`config.mk`:
```
export PLATFORM = sky130hd
export DESIGN_NAME = instr_sequencer
export DESIGN_NICKNAME = d
export VERILOG_FILES = /design/src/rtl/instr_sequencer_pkg.sv /design/src/rtl/instr_sequencer_decode.sv /design/src/rtl/instr_sequencer.sv
export SDC_FILE = /design/constraint.sdc
export NUM_CORES = 1
export LEC_CHECK = 0
export CAP_MARGIN = 15
export CORE_UTILIZATION = 24
export CTS_BUF_LIST = sky130_fd_sc_hd__clkbuf_2 sky130_fd_sc_hd__clkbuf_4 sky130_fd_sc_hd__clkbuf_8
export CTS_CLUSTER_DIAMETER = 30
export DETAILED_ROUTE_END_ITERATION = 16
export MAX_ROUTING_LAYER = met4
export PLACE_DENSITY_LB_ADDON = 0.2
export SETUP_SLACK_MARGIN = 0.4
export SLEW_MARGIN = 15
export SYNTH_ARGS = -nofsm -noshare
export SYNTH_HDL_FRONTEND = slang
export SYNTH_SLANG_ARGS = --single-unit
```
`constraint.sdc`:
```
create_clock -name clk -period 2.1 [get_ports clk]
set_input_delay 0.42 -clock clk [delete_from_list [all_inputs] [get_ports clk]]
set_output_delay 0.42 -clock clk [all_outputs]
set_load 0.05 [all_outputs]
```
`src/rtl/instr_sequencer_pkg.sv`:
```
// Shared encodings for the instruction sequencer:
// states, opcodes, class one-hots and fault codes.
package instr_sequencer_pkg;

  typedef enum logic [2:0] {
    ST_IDLE   = 3'd0,
    ST_FETCH  = 3'd1,
    ST_LATCH  = 3'd2,
    ST_DECODE = 3'd3,
    ST_EXEC   = 3'd4,
    ST_HALT   = 3'd5,
    ST_FAULT  = 3'd6
  } state_t;

  localparam logic [3:0] OP_ALUI0 = 4'b0000;
  localparam logic [3:0] OP_ALUI1 = 4'b0001;
  localparam logic [3:0] OP_ALUR0 = 4'b0010;
  localparam logic [3:0] OP_ALUR1 = 4'b0011;
  localparam logic [3:0] OP_LDST0 = 4'b0100;
  localparam logic [3:0] OP_LDST1 = 4'b0101;
  localparam logic [3:0] OP_BRN0  = 4'b0110;
  localparam logic [3:0] OP_BRN1  = 4'b0111;
  localparam logic [3:0] OP_HALT  = 4'b1111;

  localparam logic [3:0] CLS_NONE = 4'b0000;
  localparam logic [3:0] CLS_ALUI = 4'b0001;
  localparam logic [3:0] CLS_ALUR = 4'b0010;
  localparam logic [3:0] CLS_LDST = 4'b0100;
  localparam logic [3:0] CLS_BRN  = 4'b1000;

  localparam logic [1:0] FLT_NONE    = 2'b00;
  localparam logic [1:0] FLT_ILLEGAL = 2'b01;
  localparam logic [1:0] FLT_TIMEOUT = 2'b10;

endpackage

```
`src/rtl/instr_sequencer_decode.sv`:
```
// Opcode classifier: maps the top nibble of the
// instruction to a class one-hot, halt or illegal.
module instr_decode
  import instr_sequencer_pkg::*;
(
  input  logic [3:0] opcode,
  output logic [3:0] classOh,
  output logic       isHalt,
  output logic       isIllegal
);

  always_comb begin
    classOh   = CLS_NONE;
    isHalt    = 1'b0;
    isIllegal = 1'b0;
    unique case (opcode)
      OP_ALUI0, OP_ALUI1: classOh = CLS_ALUI;
      OP_ALUR0, OP_ALUR1: classOh = CLS_ALUR;
      OP_LDST0, OP_LDST1: classOh = CLS_LDST;
      OP_BRN0,  OP_BRN1:  classOh = CLS_BRN;
      OP_HALT:            isHalt  = 1'b1;
      default:            isIllegal = 1'b1;
    endcase
  end

endmodule

```
`src/rtl/instr_sequencer.sv`:
```
// Top-level instruction sequencer: fetch/latch/decode
// and dispatch to sub-FSMs with a done timeout.
module instr_sequencer
  import instr_sequencer_pkg::*;
#(
  parameter int TIMEOUT = 32
) (
  input  logic        clk,
  input  logic        rst,
  input  logic        run,
  input  logic [15:0] instrIn,
  input  logic [3:0]  subDone,
  output logic        imemRd,
  output logic        irLatch,
  output logic [15:0] instrOut,
  output logic [3:0]  fsmStart,
  output logic        busy,
  output logic        halted,
  output logic [1:0]  faultCode,
  output logic [15:0] retired
);

  localparam int TW = $clog2(TIMEOUT + 1);

  state_t      r_state;
  state_t      w_next;
  logic [15:0] r_instr;
  logic [15:0] r_retired;
  logic [TW-1:0] r_tmo;
  logic [1:0]  r_fault;

  logic [3:0]  w_cls;
  logic        w_halt;
  logic        w_ill;
  logic        w_done;
  logic        w_tmo_hit;
  logic        w_retire;

  instr_decode u_dec (
    .opcode   (r_instr[15:12]),
    .classOh  (w_cls),
    .isHalt   (w_halt),
    .isIllegal(w_ill)
  );

  // only the dispatched class may end EXEC
  assign w_done    = |(subDone & w_cls);
  assign w_tmo_hit = (r_tmo == TW'(TIMEOUT - 1));

  always_comb begin
    w_next   = r_state;
    imemRd   = 1'b0;
    irLatch  = 1'b0;
    fsmStart = CLS_NONE;
    busy     = 1'b1;
    halted   = 1'b0;
    w_retire = 1'b0;
    unique case (r_state)
      ST_IDLE: begin
        busy = 1'b0;
        if (run) w_next = ST_FETCH;
      end
      ST_FETCH: begin
        imemRd = 1'b1;
        w_next = ST_LATCH;
      end
      ST_LATCH: begin
        irLatch = 1'b1;
        w_next  = ST_DECODE;
      end
      ST_DECODE: begin
        if (w_halt) begin
          w_next   = ST_HALT;
          w_retire = 1'b1;
        end else if (w_ill) begin
          w_next = ST_FAULT;
        end else begin
          w_next = ST_EXEC;
        end
      end
      ST_EXEC: begin
        fsmStart = w_cls;
        if (w_done) begin
          w_retire = 1'b1;
          w_next   = run ? ST_FETCH : ST_IDLE;
        end else if (w_tmo_hit) begin
          w_next = ST_FAULT;
        end
      end
      ST_HALT: begin
        busy   = 1'b0;
        halted = 1'b1;
      end
      default: begin
        busy   = 1'b0;
      end
    endcase
  end

  always_ff @(posedge clk) begin
    if (rst) begin
      r_state   <= ST_IDLE;
      r_instr   <= '0;
      r_retired <= '0;
      r_tmo     <= '0;
      r_fault   <= FLT_NONE;
    end else begin
      r_state <= w_next;
      if (r_state == ST_LATCH) r_instr <= instrIn;
      if (r_state == ST_DECODE) r_tmo <= '0;
      else if (r_state == ST_EXEC) r_tmo <= r_tmo + 1'b1;
      if (w_retire) r_retired <= r_retired + 16'd1;
      if (r_state == ST_DECODE && !w_halt && w_ill)
        r_fault <= FLT_ILLEGAL;
      if (r_state == ST_EXEC && !w_done && w_tmo_hit)
        r_fault <= FLT_TIMEOUT;
    end
  end

  assign instrOut  = r_instr;
  assign retired   = r_retired;
  assign faultCode = r_fault;

endmodule
```
== Word level (Yosys, flattened, before mapping) ==
Cells that the tools add are included.
Storage, ports and cells
  word-level logic and storage cells: 65
  bits in registers: 43
  bits of input ports: 23
  output and inout port bits: 42
Operators by class
  reductions and logical operators: 20
  multiplexer cells: 20
  bitwise logic cells: 1
  $add $sub $neg: 2
  equal/unequal tests: 16
Operator list (count)
  adder 16 x 1 -> 16 bit, second input constant: 1
  equality test 4 x 3 -> 1 bit, second input constant: 4
  case mux 4 bit (4 select lines): 1
  case mux 3 bit (5 select lines): 1
  OR reduction 2 bit: 6
  two-way mux 1 bit: 9
  two-way mux 3 bit: 3
  OR reduction 9 bit: 1
  equality test 4 x 2 -> 1 bit, second input constant: 2
  two-way mux 2 bit: 4
  OR reduction 4 bit: 2
  adder 6 x 1 -> 6 bit, second input constant: 1
  equality test 3 x 2 -> 1 bit, second input constant: 2
  equality test 3 bit, second input constant: 2
  equality test 6 x 5 -> 1 bit, second input constant: 1
  nonzero test 5 bit: 1
  bitwise AND 4 bit: 1
  equality test 4 x 1 -> 1 bit, second input constant: 1
  equality test 4 bit, second input constant: 1
  logical AND 1 bit: 4
  logical NOT 4 bit: 1
  two-way mux 4 bit: 1
  equality test 3 x 1 -> 1 bit, second input constant: 1
  logical NOT 3 bit: 1
  other kinds (6): 7

== Longest topological paths before layout ==
Gate-level depths: netlist of run 1.
  depth in word-level cells: 9
  gate-level depth with buffers: 7
  mapped depth without buffers: 5

== Cells and area by module ==
A second synthesis of run 1 with hierarchy kept.
Unflattened totals
  cells, all modules: 259
  area total of the unflattened synthesis: 2140.8 µm²
By module, submodules not included
  instr_sequencer: sequential area each 860.8 µm², cells each 251, area an instance 2094.5 µm², instances 1
  instr_decode: sequential area each 0.0 µm², cells each 8, area an instance 46.3 µm², instances 1

== Worst setup path after synthesis of run 1 ==
No wires, ideal clock.
  kind: flip-flop to output port
  start: reg r_state[0]
  end: out fsmStart[0]
  cell stages (with the launch flop): 5
  setup slack: -0.565 ns
  data arrival time: 2.245 ns
  path buffers: 1
  path through: dfxtp_1 -> buf_2 -> nor2_1 -> nand2_1 -> nor4_1
Between the ends
  word-level cells in the longest chain between the ends: 2
Ends and longest elaborated chain
  start, declared: line instr_sequencer.sv:25  | state_t r_state;
  start signal, assigned: line instr_sequencer.sv:108  | r_state <= w_next;
  equality test 3 bit: line instr_sequencer.sv:58  | unique case (r_state)
  two-way mux 4 bit: line instr_sequencer.sv:58
  end, declared: line instr_sequencer.sv:16  | output logic [3:0] fsmStart,
No other way between the ends.

== Worst setup path after layout of run 1 ==
  start: reg r_state[0]
  end: out fsmStart[1]
The elaborated chain is that of the path after synthesis.

==> metrics.yaml, run 1 <==
synth:
  yosysWarningCount: 0
  ys_seq_elements: 43
  synth_area_per_cell_um2: 8.39
  synthCells: 233
  syn_nets: 258
  ys_seq_area_frac: 0.440
  async_flop_share: 0
  synth_area_mm2: 0.00196
  synth_edf_count: 0
  ys_types: 40
  yosys_most_used_dff: "dfxtp_1"
sta:
  finalCriticalPeriod_ns: 1.87
  whs_ns: 0.455
  rsz0062_at_grt: "true"
  fmax_mhz: 533
  fin_ws_ns: 0.225
  worst_pin_slew_ns: 0.514
  setup_viol: 0
  hold_violations: 0
  fin_crit_sh: 0.893
  finalSetupTns_ns: 0
  final-max-slew-violation-count: 0
  clock_skew_ns: 0.0108
  slew_headroom: 0.659
clock_network:
  clk_latency_ns: 0.29
  cts_tree: "built"
  cts_sinks: 43
  clk_pin_slew_ns: 0.09
  root_buffer: "clkbuf_8"
  htree_num_levels: 2
  cts_buffer_depth: 2
  cts_buffers: 5
power_and_ir_drop:
  clkPwrFrac: 0.290
  p_total_mw: 1.89
  power.leakage_nw: 1.21
  share_seq_of_total_power: 0.468
  intPower_mw: 1.29
  pwr-share-comb: 0.242
  switching_power_mw: 0.598
  power_density_mw_per_mm2: 619
  ir_drop_v: 0.000267
  p_sw_frac: 0.317
floorplan:
  rows: 32
  ios: 65
  dieArea_mm2: 0.00851
  die_height_um: 92.3
  initial_core_util: 0.250
  dieWidth_um: 92.3
  coreArea_mm2: 0.00781
final_layout:
  drive_above_1_share: 0.243
  final_cell_area_mm2: 0.00305
  fill_cells: 828
  utilization: 0.391
  syn2layout_area_growth_pct: 56.0
  n_antenna_cell: 0
  layout.nets: 333
  final_cells: 411
global_route:
  grt_overflow: 0
  grt_antenna_before_repair: 0
  grt_pass1_wl_um: 9470
  grt_pass1_vias: 1994
  gr-usage-all-layers: 0.143
  grt_start_max_net_pins: 21
place:
  place_congestion: 0.748
  post-place-ws_ns: -0.0656
  hpwl_um: 3720
  port-buffer-count: 64
  dp.cells: 398
  placed_area_mm2: 0.00289
critical_path:
  worstReg2RegEnd: "retired[15]"
  r2r-start: "r_state[0]"
  worstSetupPathType: "register to output pin"
  reg2reg_depth: 5
  startpoint_type: "register"
  reg2reg_slack_ns: 0.24
  cp.arrival_ns: 1.45
  end_kind: "output pin"
  worstPathRequired_ns: 1.68
  crit_path_max_fanout: 10
detailed_routing:
  postRouteWirelength_um: 5460
  drc: 0
  ant_nets: 0
  wl_per_cell_um: 13.3
  drtIter0Drc: 82
  num_vias: 1951
  drt_pass1_iterations: 4
  vias_per_cell: 4.75
min_path:
  worstHoldStart: "instrOut[6]"
  min_to: "instrOut[6]"
  holdPathStages: 2
  hold_path.class: "register to register"
status:
  outcome: "finished clean"
job:
  maxCapViolations: 0
-- per-layer routing --
metal / vias to the layer above / global-route usage / wire length, um
met3: 5 / 0.0431 / 357
met4: 0 / 0.0313 / 50
met1: 903 / 0.172 / 2530
li1: 987 / - / -
met2: 56 / 0.236 / 2520
met5: - / - / 0
-- power groups by stage --
| stage | Combinational [mW] | Sequential, mW | Clock (mW) |
|---|---|---|---|
| detailed placement | 0.452 | 0.905 | 0 |
| global route | 0.487 | 0.892 | 0.607 |
| finish | 0.456 | 0.884 | 0.547 |
| floorplan | 0.184 | 0.982 | 0 |
| global placement | 0.450 | 0.905 | 0 |
| CTS | 0.459 | 0.885 | 0.571 |
-- logic make-up (layout without fill, tap and decap cells) --
kind of cell    Yosys count  count (layout)  share of synthesized area
buf+inv                  16              92                     0.0390
flops                    43              43                      0.440
simple gates            105             105                      0.282
compound gates           57              57                      0.172
mux                       3               3                     0.0224
xor+xnor                  7               7                     0.0314
fa+ha+maj                 2               2                     0.0128
-- sequential cells by signal, indices dropped and copies added, names as in the netlist --
name,cells
r_state,3
instrOut,16
retired,16
faultCode,2
r_tmo,6
-- cells in the mapped netlist (all sizes together), types with 2 or more instances --
| cell | instances | area, um^2 |
|---|---|---|
| a211oi | 2 | 15.0 |
| a21oi | 35 | 175 |
| and3 | 3 | 18.8 |
| and3b | 3 | 26.3 |
| and4 | 3 | 26.3 |
| buf | 6 | 38.8 |
| clkbuf | 7 | 26.3 |
| dfxtp | 43 | 861 |
| ha | 2 | 25.0 |
| inv | 2 | 7.51 |
| nand2 | 46 | 173 |
| nand3 | 9 | 45.0 |
| nand4 | 3 | 18.8 |
| nor2 | 11 | 41.3 |
| nor2b | 2 | 12.5 |
| nor3 | 3 | 15.0 |
| nor3b | 2 | 15.0 |
| nor4b | 2 | 32.5 |
| o21ai | 5 | 25.0 |
| o31ai | 9 | 67.6 |
| or3 | 6 | 37.5 |
| or4 | 9 | 67.6 |
| xnor2 | 2 | 17.5 |
| xor2 | 5 | 43.8 |
-- repair_timing --
| action | CTS | global route |
|---|---|---|
| cloned | 2 | 0 |
| setup endpoints to repair | 60 | 29 |
| hold buffers | 0 | 0 |
| gates resized for setup | 51 | 12 |
| setup buffers | 3 | 0 |
| pin swaps | 4 | 2 |
-- cell type report --
class                   instances  area [um^2]  share of cell area
clock buffers                   7         83.8              0.0275
clock inverters                 1         5.00             0.00164
inverters                       3         11.3             0.00369
multi-input cells             174         1100               0.361
flip-flops and latches         43          897               0.294
well taps                     102          128              0.0418
repair buffers                 81          826               0.271
-- worst max-delay path, stage by stage, from the launching register on --
cell	delay, ns
dfxtp_4	0.39
nor4b_4	0.37
and3b_2	0.27
buf_12	0.14
-- cell usage in the layout (no fill, tap or decap), drive strengths merged, types with 2 or more instances in the layout --
cell type      synthesis  final
nor4b                  2      2
and3                   3      3
nand3                  9      9
o21ai                  5      5
or4                    9      9
nand2                 46     46
clkbuf                 7      9
inv                    2      2
xnor2                  2      2
or3                    6      6
clkdlybuf4s15          0      5
dfxtp                 43     43
buf                    6     24
nor3                   3      3
ha                     2      2
nor3b                  2      2
a211oi                 2      2
xor2                   5      5
o31ai                  9      9
nand4                  3      3
a21oi                 35     35
and4                   3      3
nor2b                  2      2
dlygate4sd2            0     32
clkdlybuf4s50          0     18
nor2                  11     11
and3b                  3      3
clkinv                 1      2
-- how the worst max path moves through the flow --
stage	end	depth (start not counted)	slack, ns	startpoint
finish	fsmStart[1]	3	0.23	r_state[0]
global route	retired[10]	5	0.12	r_state[0]
CTS	fsmStart[0]	5	0.18	r_state[1]
detailed placement	retired[15]	6	-0.07	subDone[0]
global placement	retired[15]	6	-0.05	subDone[0]
floorplan	fsmStart[0]	4	0.02	r_state[0]
Power figures use the tool's default switching activity.
==> inputs of run 2 (changes only) <==
CTS_CLUSTER_SIZE = 12   (was default)
==> results of run 2 <==
Same layout as run 1: the final DEF is identical, and so are final timing and power.
==> inputs of run 3 (changes only) <==
SETUP_SLACK_MARGIN = 0.5   (was 0.4)
==> run 3 against run 2 <==
- setup slack got worse by 0.029 ns
- clock skew decreased by 0.00092 ns
- register-to-register slack worse by 0.04 ns
- critical path type is now register to register
- total power increased by 17%
- final cell count increased by 3.9%
- final area rose by 10%
- highest routed layer unchanged
- critical endpoint is now retired[5]
==> metrics.yaml, run 3 (synthesis gave the netlist of run 1 again) <==
floorplan:
  dieArea_mm2: 0.00851  # unchanged
  ios: 65  # unchanged
  rows: 32  # unchanged
  coreArea_mm2: 0.00781  # unchanged
  die_height_um: 92.3  # unchanged
  dieWidth_um: 92.3  # unchanged
  initial_core_util: 0.250  # unchanged
global_route:
  use_met1: 0.185  # +0.0133
  grt_pass1_wl_um: 9490  # +0.15%
  gr-usage-all-layers: 0.146  # +0.00262
  grt_overflow: 0  # unchanged
  grt_pass1_vias: 1939  # -2.8%
  met3_usage: 0.0415  # -0.00166
  grt_use_met2: 0.225  # -0.0112
  grt_busiest_layer: "met2"
  grt_start_max_net_pins: 21  # unchanged
  grt_antenna_before_repair: 2  # +2
sta:
  worst_pin_slew_ns: 0.485  # -0.0294 ns
  clock_skew_ns: 0.00987  # -0.000919 ns
  finalCriticalPeriod_ns: 1.90  # +0.0290 ns
  final-max-slew-violation-count: 0  # unchanged
  slew_headroom: 0.678  # +0.0195
  fin_crit_sh: 0.907  # +0.0138
  setup_viol: 0  # unchanged
  whs_ns: 0.461  # +0.00556 ns
  finalSetupTns_ns: 0  # unchanged
  fin_ws_ns: 0.196  # -0.0290 ns
  rsz0062_at_grt: "true"
  fmax_mhz: 525  # -1.5%
  hold_violations: 0  # unchanged
critical_path:
  cp-endpoint: "retired[5]"
  r2r-start: "instrOut[15]"
  worstSetupPathType: "register to register"
  crit_chain: "nor4b_4, buf_4, a22oi_2, buf_6, buf_12, buf_12, or4_4, a21oi_2"
  cpMostUsedCell: "buf_12"
  end_kind: "register"
  worstReg2RegEnd: "retired[5]"
  reg2reg_depth: 8  # +3
  crit_path_max_fanout: 9  # -1
  max_stage_delay_ns: 0.41  # +0.02 ns
  crit_slowest_cell: "or4_4"
  cp-startpoint: "instrOut[15]"
  cp.arrival_ns: 2.14  # +0.69 ns
  worstPathRequired_ns: 2.33  # +0.65 ns
  startpoint_type: "register"
  reg2reg_slack_ns: 0.20  # -0.04 ns
power_and_ir_drop:
  p_total_mw: 2.20  # +17%
  power.leakage_nw: 1.27  # +5.0%
  ir_drop_v: 0.000280  # +5.1%
  power_density_mw_per_mm2: 654  # +5.8%
detailed_routing:
  drc: 0  # unchanged
  num_vias: 2015  # +3.3%
  drt_pass1_iterations: 4  # unchanged
  wl_per_cell_um: 13.8  # +4.0%
  postRouteWirelength_um: 5890  # +8.0%
  drtIter0Drc: 85  # +3.7%
  ant_nets: 0  # unchanged
  vias_per_cell: 4.72  # -0.59%
final_layout:
  utilization: 0.431  # +0.0405
  layout_commonest_cell: "nand2_1"
  final_cells: 427  # +3.9%
  regArea_um2: 902  # +0.56%
  mostFrequentLayoutCells: "nand2_1, a21oi_1, dfxtp_1"
  fill_cells: 772  # -6.8%
  multi_input_comb_area_mm2: 0.00119  # +7.9%
  syn2layout_area_growth_pct: 72.2
  layout.nets: 347  # +4.2%
  drive_above_1_share: 0.409  # +0.166
  final_cell_area_mm2: 0.00337  # +10%
clock_network:
  cts_sinks: 43  # unchanged
  postCtsHoldBufs: 0  # unchanged
  cts_tree: "built"
  clk_latency_ns: 0.30  # about the same
  root_buffer: "clkbuf_8"
  clk_pin_slew_ns: 0.09  # about the same
  htree_num_levels: 2  # unchanged
  cts_buffer_depth: 2  # unchanged
  cts_buffers: 5  # unchanged
min_path:
  hold_path.class: "register to register"
  worstHoldStart: "instrOut[6]"
place:
  post-place-ws_ns: -0.0865  # -0.0209 ns
  port-buffer-count: 64  # unchanged
  hpwl_um: 3780  # +1.6%
  dp.cells: 398  # unchanged
  placed_area_mm2: 0.00291  # +0.74%
  place_congestion: 0.741  # -0.96%
job:
  maxCapViolations: 0  # unchanged
status:
  outcome: "finished clean"
==> run 3: cell types whose count changed in the layout (fill, tap and decap cells not counted), moves of 3 or more <==
cell             previous run  this run
clkdlybuf4s15_2             1        16
dlygate4sd2_1              32         4
o21ai_0                     1         4
clkbuf_2                    1        12
buf_4                      15        20
a21oi_2                     2         7
buf_6                       1         6
nand2_4                     0         3
or4_1                       9         4
or4_4                       0         5
a21oi_1                    33        28
o21ai_1                     4         1
==> run 3: cell type report <==
cell class | instances | area share
repair buffers | 95 | 0.295
flip-flops and latches | 43 | 0.268
well taps | 102 | 0.0379
diodes | 2 | 0.00149
clock buffers | 5 | 0.0204
inverters | 3 | 0.00483
multi-input cells | 174 | 0.352
clock inverters | 3 | 0.0201
==> run 3: routing by layer <==
metal / vias to the layer above / routed length [um]
met4: 0 / 81
li1: 1012 / -
met5: - / 0
met2: 45 / 2700
met1: 950 / 2810
met3: 8 / 299
==> run 3: repair_timing <==
item	in CTS	in global routing
setup buffers	11	5
setup endpoints to repair	63	41
gates cloned	3	0
gates resized for setup	124	31
pin swaps	15	15
==> run 3: worst min-delay path by stage <==
stage                  end  slack [ns]  depth (start not counted)
2_1_floorplan     r_tmo[1]        0.45                          2
3_3_place_gp   instrOut[9]        0.44                          2
3_5_place_dp   instrOut[8]        0.45                          2
4_1_cts        instrOut[9]        0.46                          2
5_1_grt        instrOut[7]        0.48                          2
6_report       instrOut[6]        0.46                          2
==> run 3: where the power goes <==
part	switching, mW	internal, mW
Combinational	0.307	0.233
Clock	0.307	0.475
Sequential	0.0336	0.848
Total	0.648	1.56
==> run 3: worst max-delay path, delay by kind of cell (launching register included) <==
kind | cells | cell delay (ns)
and+or+nand+nor | 2 | 0.67
buffers and inverters | 4 | 0.58
DFF | 1 | 0.37
AOI/OAI and AO/OA | 2 | 0.20
